$ cat src/rtl/alu_pkg.sv
// Shared opcodes, flag bit positions and multiplier FSM states for the pipelined ALU.
// The multiplier is present only when ALU_MUL_EN is defined.
package alu_pkg;

  localparam int unsigned OP_W   = 4;
  localparam int unsigned FLAG_W = 4;

  localparam logic [OP_W-1:0] OP_ADD  = 4'd0;
  localparam logic [OP_W-1:0] OP_SUB  = 4'd1;
  localparam logic [OP_W-1:0] OP_AND  = 4'd2;
  localparam logic [OP_W-1:0] OP_OR   = 4'd3;
  localparam logic [OP_W-1:0] OP_XOR  = 4'd4;
  localparam logic [OP_W-1:0] OP_NOT  = 4'd5;
  localparam logic [OP_W-1:0] OP_SHL  = 4'd6;
  localparam logic [OP_W-1:0] OP_SHR  = 4'd7;
  localparam logic [OP_W-1:0] OP_MUL  = 4'd8;
  localparam logic [OP_W-1:0] OP_SLTU = 4'd9;

  // flags vector is {N,Z,C,V}
  localparam int unsigned FLG_V = 0;
  localparam int unsigned FLG_C = 1;
  localparam int unsigned FLG_Z = 2;
  localparam int unsigned FLG_N = 3;

  typedef enum logic [1:0] {
    MUL_IDLE = 2'd0,
    MUL_BUSY = 2'd1,
    MUL_DONE = 2'd2
  } mul_state_e;

endpackage

$ cat src/rtl/alu_pipe_if.sv
// Handshake bundle between decoder (operand source), ALU and writeback (result sink).
interface alu_pipe_if
  import alu_pkg::*;
#(
  parameter int unsigned WIDTH = 8
);
  logic              in_valid;
  logic              in_ready;
  logic [OP_W-1:0]   instruction;
  logic [WIDTH-1:0]  inputA;
  logic [WIDTH-1:0]  inputB;
  logic              out_valid;
  logic              out_ready;
  logic [WIDTH-1:0]  alu_out;
  logic [FLAG_W-1:0] flags;
  logic              err;

  modport master (
    output in_valid, instruction, inputA, inputB, out_ready,
    input  in_ready, out_valid, alu_out, flags, err
  );

  modport slave (
    input  in_valid, instruction, inputA, inputB, out_ready,
    output in_ready, out_valid, alu_out, flags, err
  );
endinterface

$ cat src/rtl/alu_mul_seq.sv
// Sequential shift-add multiplier, one partial product per cycle, low WIDTH bits kept.
// Compiled only when ALU_MUL_EN is defined.
`ifdef ALU_MUL_EN
module alu_mul_seq
  import alu_pkg::*;
#(
  parameter int unsigned WIDTH = 8
) (
  input  logic             clk,
  input  logic             reset,
  input  logic             start_i,
  input  logic             ack_i,
  input  logic [WIDTH-1:0] a_i,
  input  logic [WIDTH-1:0] b_i,
  output logic             busy_o,
  output logic             done_o,
  output logic [WIDTH-1:0] product_o
);
  localparam int unsigned CNT_W = $clog2(WIDTH);

  mul_state_e        state_q, state_d;
  logic [WIDTH-1:0]  mcand_q, mcand_d;
  logic [WIDTH-1:0]  mplier_q, mplier_d;
  logic [WIDTH-1:0]  acc_q, acc_d;
  logic [CNT_W-1:0]  cnt_q, cnt_d;

  always_ff @(posedge clk or negedge reset) begin
    if (!reset) begin
      state_q  <= MUL_IDLE;
      mcand_q  <= '0;
      mplier_q <= '0;
      acc_q    <= '0;
      cnt_q    <= '0;
    end else begin
      state_q  <= state_d;
      mcand_q  <= mcand_d;
      mplier_q <= mplier_d;
      acc_q    <= acc_d;
      cnt_q    <= cnt_d;
    end
  end

  // DONE holds the product until the pipeline takes it into the output stage
  always_comb begin
    state_d  = state_q;
    mcand_d  = mcand_q;
    mplier_d = mplier_q;
    acc_d    = acc_q;
    cnt_d    = cnt_q;
    case (state_q)
      MUL_IDLE: begin
        if (start_i) begin
          mcand_d  = a_i;
          mplier_d = b_i;
          acc_d    = '0;
          cnt_d    = '0;
          state_d  = MUL_BUSY;
        end
      end
      MUL_BUSY: begin
        if (mplier_q[0]) acc_d = acc_q + mcand_q;
        mcand_d  = mcand_q << 1;
        mplier_d = mplier_q >> 1;
        cnt_d    = cnt_q + CNT_W'(1);
        if (cnt_q == CNT_W'(WIDTH - 1)) state_d = MUL_DONE;
      end
      MUL_DONE: begin
        if (ack_i) state_d = MUL_IDLE;
      end
      default: state_d = MUL_IDLE;
    endcase
  end

  assign busy_o    = (state_q == MUL_BUSY);
  assign done_o    = (state_q == MUL_DONE);
  assign product_o = acc_q;

endmodule
`endif

$ cat src/rtl/alu_pipe.sv
// Two-stage handshaked ALU: s1 captures operands, s2 holds result/flags/err for the sink.
// Define ALU_MUL_EN to execute opcode 8 on the sequential multiplier; otherwise it is illegal.
module alu_pipe
  import alu_pkg::*;
#(
  parameter int unsigned WIDTH = 8
) (
  input  logic       clk,
  input  logic       reset,
  alu_pipe_if.slave  bus
);
  localparam int unsigned SH_W = $clog2(WIDTH);
  localparam int unsigned MSB  = WIDTH - 1;

  logic              s1_valid_q, s1_valid_d;
  logic [OP_W-1:0]   s1_op_q, s1_op_d;
  logic [WIDTH-1:0]  s1_a_q, s1_a_d;
  logic [WIDTH-1:0]  s1_b_q, s1_b_d;
  logic              s2_valid_q, s2_valid_d;
  logic [WIDTH-1:0]  s2_res_q, s2_res_d;
  logic [FLAG_W-1:0] s2_flg_q, s2_flg_d;
  logic              s2_err_q, s2_err_d;

  logic              in_ready_c;
  logic              accept_c;
  logic              out_fire_c;
  logic              s1_move_c;
  logic              mul_lock_c;
  logic              mul_hold_c;

  logic [WIDTH:0]    sum_c;
  logic [WIDTH-1:0]  ex_res_c;
  logic [FLAG_W-1:0] ex_flg_c;
  logic              ex_err_c;
  logic              ex_carry_c;
  logic              ex_ovf_c;

`ifdef ALU_MUL_EN
  logic             mul_busy;
  logic             mul_done;
  logic [WIDTH-1:0] mul_prod;

  // Multiplier starts on the accept edge so its result is ready WIDTH edges later
  alu_mul_seq #(.WIDTH(WIDTH)) u_mul (
    .clk       (clk),
    .reset     (reset),
    .start_i   (accept_c && (bus.instruction == OP_MUL)),
    .ack_i     (s1_move_c),
    .a_i       (bus.inputA),
    .b_i       (bus.inputB),
    .busy_o    (mul_busy),
    .done_o    (mul_done),
    .product_o (mul_prod)
  );

  assign mul_lock_c = mul_busy || mul_done;
  assign mul_hold_c = (s1_op_q == OP_MUL) && !mul_done;
`else
  assign mul_lock_c = 1'b0;
  assign mul_hold_c = 1'b0;
`endif

  assign out_fire_c = s2_valid_q && bus.out_ready;
  assign s1_move_c  = s1_valid_q && (!s2_valid_q || bus.out_ready) && !mul_hold_c;
  assign in_ready_c = !mul_lock_c && (!s1_valid_q || s1_move_c);
  assign accept_c   = bus.in_valid && in_ready_c;

  // Execute on the s1 contents
  always_comb begin
    sum_c      = '0;
    ex_res_c   = '0;
    ex_err_c   = 1'b0;
    ex_carry_c = 1'b0;
    ex_ovf_c   = 1'b0;
    case (s1_op_q)
      OP_ADD: begin
        sum_c      = {1'b0, s1_a_q} + {1'b0, s1_b_q};
        ex_res_c   = sum_c[WIDTH-1:0];
        ex_carry_c = sum_c[WIDTH];
        ex_ovf_c   = (s1_a_q[MSB] == s1_b_q[MSB]) && (sum_c[MSB] != s1_a_q[MSB]);
      end
      OP_SUB: begin
        sum_c      = {1'b0, s1_a_q} - {1'b0, s1_b_q};
        ex_res_c   = sum_c[WIDTH-1:0];
        ex_carry_c = sum_c[WIDTH];
        ex_ovf_c   = (s1_a_q[MSB] != s1_b_q[MSB]) && (sum_c[MSB] != s1_a_q[MSB]);
      end
      OP_AND:  ex_res_c = s1_a_q & s1_b_q;
      OP_OR:   ex_res_c = s1_a_q | s1_b_q;
      OP_XOR:  ex_res_c = s1_a_q ^ s1_b_q;
      OP_NOT:  ex_res_c = ~s1_a_q;
      OP_SHL:  ex_res_c = s1_a_q << s1_b_q[SH_W-1:0];
      OP_SHR:  ex_res_c = s1_a_q >> s1_b_q[SH_W-1:0];
`ifdef ALU_MUL_EN
      OP_MUL:  ex_res_c = mul_prod;
`endif
      OP_SLTU: ex_res_c = {{(WIDTH-1){1'b0}}, (s1_a_q < s1_b_q)};
      default: ex_err_c = 1'b1;
    endcase

    ex_flg_c = '0;
    if (!ex_err_c) begin
      ex_flg_c[FLG_N] = ex_res_c[MSB];
      ex_flg_c[FLG_Z] = (ex_res_c == '0);
      ex_flg_c[FLG_C] = ex_carry_c;
      ex_flg_c[FLG_V] = ex_ovf_c;
    end
  end

  // Stage next-state: accept into s1, move s1 into s2, retire s2 on transfer
  always_comb begin
    s1_valid_d = s1_valid_q;
    s1_op_d    = s1_op_q;
    s1_a_d     = s1_a_q;
    s1_b_d     = s1_b_q;
    s2_valid_d = s2_valid_q;
    s2_res_d   = s2_res_q;
    s2_flg_d   = s2_flg_q;
    s2_err_d   = s2_err_q;

    if (s1_move_c) s1_valid_d = 1'b0;
    if (accept_c) begin
      s1_valid_d = 1'b1;
      s1_op_d    = bus.instruction;
      s1_a_d     = bus.inputA;
      s1_b_d     = bus.inputB;
    end

    if (out_fire_c) s2_valid_d = 1'b0;
    if (s1_move_c) begin
      s2_valid_d = 1'b1;
      s2_res_d   = ex_res_c;
      s2_flg_d   = ex_flg_c;
      s2_err_d   = ex_err_c;
    end
  end

  always_ff @(posedge clk or negedge reset) begin
    if (!reset) begin
      s1_valid_q <= 1'b0;
      s1_op_q    <= '0;
      s1_a_q     <= '0;
      s1_b_q     <= '0;
      s2_valid_q <= 1'b0;
      s2_res_q   <= '0;
      s2_flg_q   <= '0;
      s2_err_q   <= 1'b0;
    end else begin
      s1_valid_q <= s1_valid_d;
      s1_op_q    <= s1_op_d;
      s1_a_q     <= s1_a_d;
      s1_b_q     <= s1_b_d;
      s2_valid_q <= s2_valid_d;
      s2_res_q   <= s2_res_d;
      s2_flg_q   <= s2_flg_d;
      s2_err_q   <= s2_err_d;
    end
  end

  assign bus.in_ready  = in_ready_c;
  assign bus.out_valid = s2_valid_q;
  assign bus.alu_out   = s2_res_q;
  assign bus.flags     = s2_flg_q;
  assign bus.err       = s2_err_q;

endmodule

$ cat src/flat_wrapper.sv
// flat-port wrapper written by rule: the top's interface ports become plain ports
module alu_pipe_flat import alu_pkg::*;
#(
  parameter int unsigned WIDTH = 8
)
  (clk, reset, bus_in_valid, bus_instruction, bus_inputA, bus_inputB, bus_out_ready, bus_in_ready, bus_out_valid, bus_alu_out, bus_flags, bus_err);
  alu_pipe_if #(.WIDTH(WIDTH)) bus_i ();
  input  logic clk;
  input  logic reset;
  input wire logic [$bits(bus_i.in_valid)-1:0] bus_in_valid;
  input wire logic [$bits(bus_i.instruction)-1:0] bus_instruction;
  input wire logic [$bits(bus_i.inputA)-1:0] bus_inputA;
  input wire logic [$bits(bus_i.inputB)-1:0] bus_inputB;
  input wire logic [$bits(bus_i.out_ready)-1:0] bus_out_ready;
  output wire logic [$bits(bus_i.in_ready)-1:0] bus_in_ready;
  output wire logic [$bits(bus_i.out_valid)-1:0] bus_out_valid;
  output wire logic [$bits(bus_i.alu_out)-1:0] bus_alu_out;
  output wire logic [$bits(bus_i.flags)-1:0] bus_flags;
  output wire logic [$bits(bus_i.err)-1:0] bus_err;
  assign bus_i.in_valid = bus_in_valid;
  assign bus_i.instruction = bus_instruction;
  assign bus_i.inputA = bus_inputA;
  assign bus_i.inputB = bus_inputB;
  assign bus_i.out_ready = bus_out_ready;
  assign bus_in_ready = bus_i.in_ready;
  assign bus_out_valid = bus_i.out_valid;
  assign bus_alu_out = bus_i.alu_out;
  assign bus_flags = bus_i.flags;
  assign bus_err = bus_i.err;
  alu_pipe #(.WIDTH(WIDTH)) u_core (.clk(clk), .reset(reset), .bus(bus_i));
endmodule
$ cat config.mk
export PLATFORM = sky130hd
export DESIGN_NAME = alu_pipe_flat
export DESIGN_NICKNAME = d
export VERILOG_FILES = /design/src/rtl/alu_pkg.sv /design/src/rtl/alu_pipe_if.sv /design/src/rtl/alu_mul_seq.sv /design/src/rtl/alu_pipe.sv /design/src/flat_wrapper.sv
export SDC_FILE = /design/constraint.sdc
export NUM_CORES = 1
export LEC_CHECK = 0
export BUFFER_PORTS_ARGS = -buffer_cell sky130_fd_sc_hd__buf_2
export CAP_MARGIN = 10
export CORE_ASPECT_RATIO = 2
export CORE_MARGIN = 2
export CORE_UTILIZATION = 45
export DETAILED_ROUTE_END_ITERATION = 8
export GPL_TIMING_DRIVEN = 0
export PLACE_DENSITY = 0.69
export SLEW_MARGIN = 20
export SYNTH_ARGS = -nofsm -noshare
export SYNTH_HDL_FRONTEND = slang
export SYNTH_SLANG_ARGS = --single-unit
$ cat constraint.sdc
create_clock -name clk -period 4.02 [get_ports clk]
set_input_delay 0.201 -clock clk [delete_from_list [all_inputs] [get_ports clk]]
set_output_delay 0.201 -clock clk [all_outputs]
set_load 0.005 [all_outputs]
# Word-level counts from Yosys, hierarchy flattened
# Cells that the tools add are included.
[totals] regBits=35 latchBits=0 ram_bits=0 mem_bits_ro=0 mem_count=0
[op_classes] n_addsub=2 mul=0 n_div=0 n_lt_le_gt_ge=1 eq_ne=12 shift=2 n_mux=9 n_bitwise=4 reduce_logical=14
[op_table] operator="$pmux W8 S9" n=1
[op_table] operator="$eq A4 B3 Y1 const B" n=4
[op_table] operator="$add A8 B8 Y9" n=1
[op_table] operator="$reduce_or A9 Y1" n=1
[op_table] operator="$sub A8 B8 Y9" n=1
[op_table] operator="$and A8 B8 Y8" n=1
[op_table] operator="$eq A4 B2 Y1 const B" n=2
[op_table] operator="$logic_not A8 Y1" n=1
[op_table] operator="$lt A8 B8 Y1" n=1
[op_table] operator="$not A8 Y8" n=1
[op_table] operator="$or A8 B8 Y8" n=1
[op_table] operator="$shl A8 B3 Y8" n=1
[op_table] operator="$shr A8 B3 Y8" n=1
[op_table] operator="$xor A8 B8 Y8" n=1
[op_table] operator="$logic_and A1 B1 Y1" n=5
[op_table] operator="$mux W1" n=5
[op_table] operator="$eq A4 B1 Y1 const B" n=1
[op_table] operator="$eq A4 B4 Y1 const B" n=1
[op_table] operator="$logic_not A4 Y1" n=1
[op_table] operator="$mux W4" n=1
[op_table] operator="$pmux W1 S2" n=2
[op_table] operator="$reduce_bool A2 Y1" n=2
[op_table] operator="$ne A1 B1 Y1" n=3
[op_table] operator="$logic_not A1 Y1" n=2
[op_table] operator="2 further kinds" n=3

# Logic depth before layout (Yosys ltp)
[depth] depth_word=6 mapped_depth=11 depth_no_buf=10

# Worst setup path before layout
# OpenSTA, ideal clock, no wires.
[synth_timing] path_kind="reg-to-reg" start="reg u_core.s1_b_q[1]" end="reg u_core.s2_flg_q[2] (netlist: u_core.bus.flags[2])" arrival_time_ps=2666 setup_slack_ps=1251 path_stages_with_launch=12 period_less_slack_ps=2769 cell_sequence="dfrtp_1 > buf_6 > buf_2 > inv_1 > ha_1 > nor3_1 > o311ai_0 > and4b_1 > or3_4 > nor4_2 > nand3_1 > o41ai_2"
[synth_between] elab_chain_cells=4 word_cells_on_any_way=11 cone_classes="2 x add/sub; 1 x order compare; 2 x shift; 2 x mux; 3 x bitwise; 1 x reduce/logical"
[synth_lines] item="from (decl)" line="alu_pipe.sv:18" source="logic [WIDTH-1:0] s1_b_q, s1_b_d;"
[synth_lines] item="from (signal assigned)" line="alu_pipe.sv:143" source="s1_b_q <= '0;"
[synth_lines] item="from (signal assigned)" line="alu_pipe.sv:152" source="s1_b_q <= s1_b_d;"
[synth_lines] item="$sub A8 B8 Y9 (tied with other cells)" line="alu_pipe.sv:83" source="sum_c = {1'b0, s1_a_q} - {1'b0, s1_b_q};"
[synth_lines] item="$pmux W8 S9 *" line="alu_pipe.sv:75" source="case (s1_op_q)"
[synth_lines] item="$logic_not A8 Y1 *" line="alu_pipe.sv:104" source="ex_flg_c[FLG_Z] = (ex_res_c == '0);"
[synth_lines] item="$mux W4 *" line="alu_pipe.sv:102" source="if (!ex_err_c) begin"
[synth_lines] item="to (signal assigned)" line="alu_pipe.sv:155" source="s2_flg_q <= s2_flg_d;"
[synth_lines] item="to (decl)" line="alu_pipe.sv:21" source="logic [FLAG_W-1:0] s2_flg_q, s2_flg_d;"
# Mark *: on every way between the ends. The rest lies on a longest branch, timed or not.
# A chain may end at the register's enable or synchronous reset.

# Worst setup path after layout
# Ends and elaborated chain as after synthesis.

==> flow_summary.toml <==
[run_status]
outcome = "complete, no violations"

[floorplanning]
rows = 43
die_y_um = 124
core_mm2 = 0.00694
start_util_pct = 46.8
dieWidth_um = 64.1
die-area_mm2 = 0.00795
ios = 39

[route]
routedWlPerCell_um = 19.9
ant_nets = 0
drt-total-wl_mm = 9.67
drt_iter0_markers = 202
firstDrtPassIters = 5
viasPerCell = 6.12
vias = 2973
drc = 0

[timing]
fin_crit_ns = 3.44
hold_violations = 0
setup_tns_ns = 0
setup_viol = 0
setup_slack_ns = 0.578
finalMaxSlewViolations = 0
clock_skew_ns = 0.00308
worst_pin_slew_ns = 0.868
min_period_over_period_pct = 85.6
clock.fmax_mhz = 291
maxSlewHeadroom_pct = 41.3
hold_ws_ns = 0.00671
rsz0062_at_grt = "no"

[clock_tree]
htree_levels = 2
cts_tree = "built"
cts.sinks = 35
post_cts_buffers = 0
cts_resized = 0
clk_latency_ns = 0.29
clk_pin_slew_worst_paths_ns = 0.06
cts_buffer_depth = 2
cts_made_buffers = 5
clock-root-buffer = "clkbuf_16"
postCtsHoldBufs = 0

[synthesis]
synth.distinct_cells = 68
synthArstFlopShare_pct = 100
yosysSeqAreaShare_pct = 27.0
ys.flop_type = "dfrtp_1"
syn-cell-area_mm2 = 0.00325
yosysWarningCount = 0
avgSynthCellArea_um2 = 9.28
synth_fp_nets = 401
synth_cells = 350
synth-edff-count = 0
ys_seq_elements = 35

[worst_setup_path]
rrSetupSlack_ns = 0.58
r2r-end = "u_core.bus.flags[2]$_DFFE_PN0P_"
start_kind = "flip-flop"
worstSetupPathType = "flip-flop to flip-flop"
cp.required_ns = 4.21
cp_cell_sequence = "buf_6 -> buf_2 -> inv_1 -> ha_1 -> a21oi_1 -> o22ai_1 -> o41ai_1 -> o221a_2 -> o21bai_1 -> o41ai_2"
path_max_fanout = 10
cpMaxStageDelayCell = "o41ai_1"
worstSetupStartpoint = "u_core.s1_b_q[1]$_DFFE_PN0P_"
reg2reg_depth = 10
critPathArrivalTime_ns = 3.63
reg2reg_from = "u_core.s1_b_q[1]$_DFFE_PN0P_"
worst_setup_path_end_kind = "flip-flop"
slowest_delay_ns = 0.66

[final_layout]
layout_common_cells = "47 x buf_2, 35 x dfrtp_1, 25 x inv_1, 25 x mux2_2, 25 x ha_1"
mostFrequentLayoutCell = "buf_2"
drive_gt1_share_pct = 25.3
nets = 446
fillerInstances = 648
antennaDiodeCount = 0
areaGrowthSynthToFinish_pct = 15.5

[placed_design]
gp_congestion = 1.01
hpwlAfterDp_mm = 7.66
dp_slack_ns = 0.603
place.port_buffers = 38

[pwr]
power.leakage_uw = 0.00169
vdd_drop_max_v = 0.000253
power_density_mw_per_mm2 = 492

[grt]
grt_pass1_vias = 2866
grt_start_max_net_pins = 36
grt_pass1_wl_mm = 15.0
grt-ovfl-total = 0
grt_usage_pct = 25.7
antenna_found_initial = 0

[flow_run]
maxCapViolations = 0

[worst_hold_path]
hold_path.class = "input pin to asynchronous set/reset pin"
==> logic make-up (layout without fill, tap and decap cells) <==
logic type                 Yosys count  after routing  synth area share (%)
and+or+nand+nor                     96             96                  15.7
adders and majority gates           28             28                  11.2
DFF                                 35             35                  27.0
muxes                               44             44                  17.5
buffers and inverters               47             93                  6.36
AOI/OAI and AO/OA                   95             95                  20.9
xor gates and xnor gates             5              5                  1.35
==> state kept, by name, indices dropped and copies added, names as in the netlist <==
signal	flops
u_core.bus.alu_out	8
u_core.bus.err	1
u_core.bus.flags	4
u_core.bus.out_valid	1
u_core.s1_a_q	8
u_core.s1_b_q	8
u_core.s1_op_q	4
u_core.s1_valid_q	1
==> routing by layer <==
metal	GRT usage (%)	part of all wire, %	vias to the layer above
met5	0	0	-
met3	3.70	3.6	42
met4	20.9	7.2	0
met1	24.6	34	1432
li1	-	-	1393
met2	47.5	55	106
==> worst max-delay path by stage <==
stage / endpoint / depth (start not counted)
floorplan: u_core.bus.flags[2]$_DFFE_PN0P_ / 11
detailed placement: u_core.bus.flags[2]$_DFFE_PN0P_ / 10
global placement: u_core.bus.flags[2]$_DFFE_PN0P_ / 10
global route: u_core.bus.flags[2]$_DFFE_PN0P_ / 10
CTS: u_core.bus.flags[2]$_DFFE_PN0P_ / 10
finish: u_core.bus.flags[2]$_DFFE_PN0P_ / 10
==> report_power, final <==
group          switching, uW  internal, uW
Sequential              77.0           418
Combinational            472           363
Clock                    159           355
==> metrics by stage <==
stage                     area (um2)  total power (uW)  instances  util, %
after floorplan                 3250              1080        350        -
after global placement          3550              1310        478     51.1
after detailed placement        3560              1330        478     51.2
after CTS                       3750              1850        486     54.0
after global routing            3750              1960        486     54.0
final                           3750              1840        486     54.0
==> cell type report <==
| class | count | area, um2 | share of cell area, % |
|---|---|---|---|
| plain buffers | 21 | 109 | 2.90 |
| well taps | 90 | 113 | 3.00 |
| multi-input cells | 268 | 2170 | 57.9 |
| inverters | 26 | 97.6 | 2.60 |
| clock buffers | 5 | 125 | 3.34 |
| repair buffers | 38 | 190 | 5.07 |
| clock inverters | 3 | 67.6 | 1.80 |
| flip-flops and latches | 35 | 876 | 23.4 |
==> critical path: cells and delay by family, from the launching register on <==
family | cells | cell delay [ns]
AOI/OAI and AO/OA | 6 | 1.76
adders and majority gates | 1 | 0.37
buffers and inverters | 3 | 0.60
DFF | 1 | 0.61
==> synth_stat cells, types with 4 or more instances <==
master | count | share of area [%]
a211oi_1 | 5 | 1.2
a21o_1 | 5 | 1.2
a21oi_1 | 20 | 3.1
a22o_1 | 4 | 1.1
buf_2 | 9 | 1.4
clkbuf_1 | 8 | 0.92
dfrtp_1 | 35 | 27
ha_1 | 25 | 9.6
inv_1 | 25 | 2.9
mux2_2 | 25 | 8.7
mux2i_1 | 11 | 3.4
mux4_2 | 6 | 4.2
nand2_1 | 22 | 2.5
nand2b_1 | 8 | 1.5
nand3_1 | 7 | 1.1
nor2_1 | 20 | 2.3
nor2b_1 | 8 | 1.5
nor3_1 | 9 | 1.4
o211ai_1 | 4 | 0.92
o21ai_0 | 19 | 2.9
Note: power is estimated with default switching activity, not from simulation.
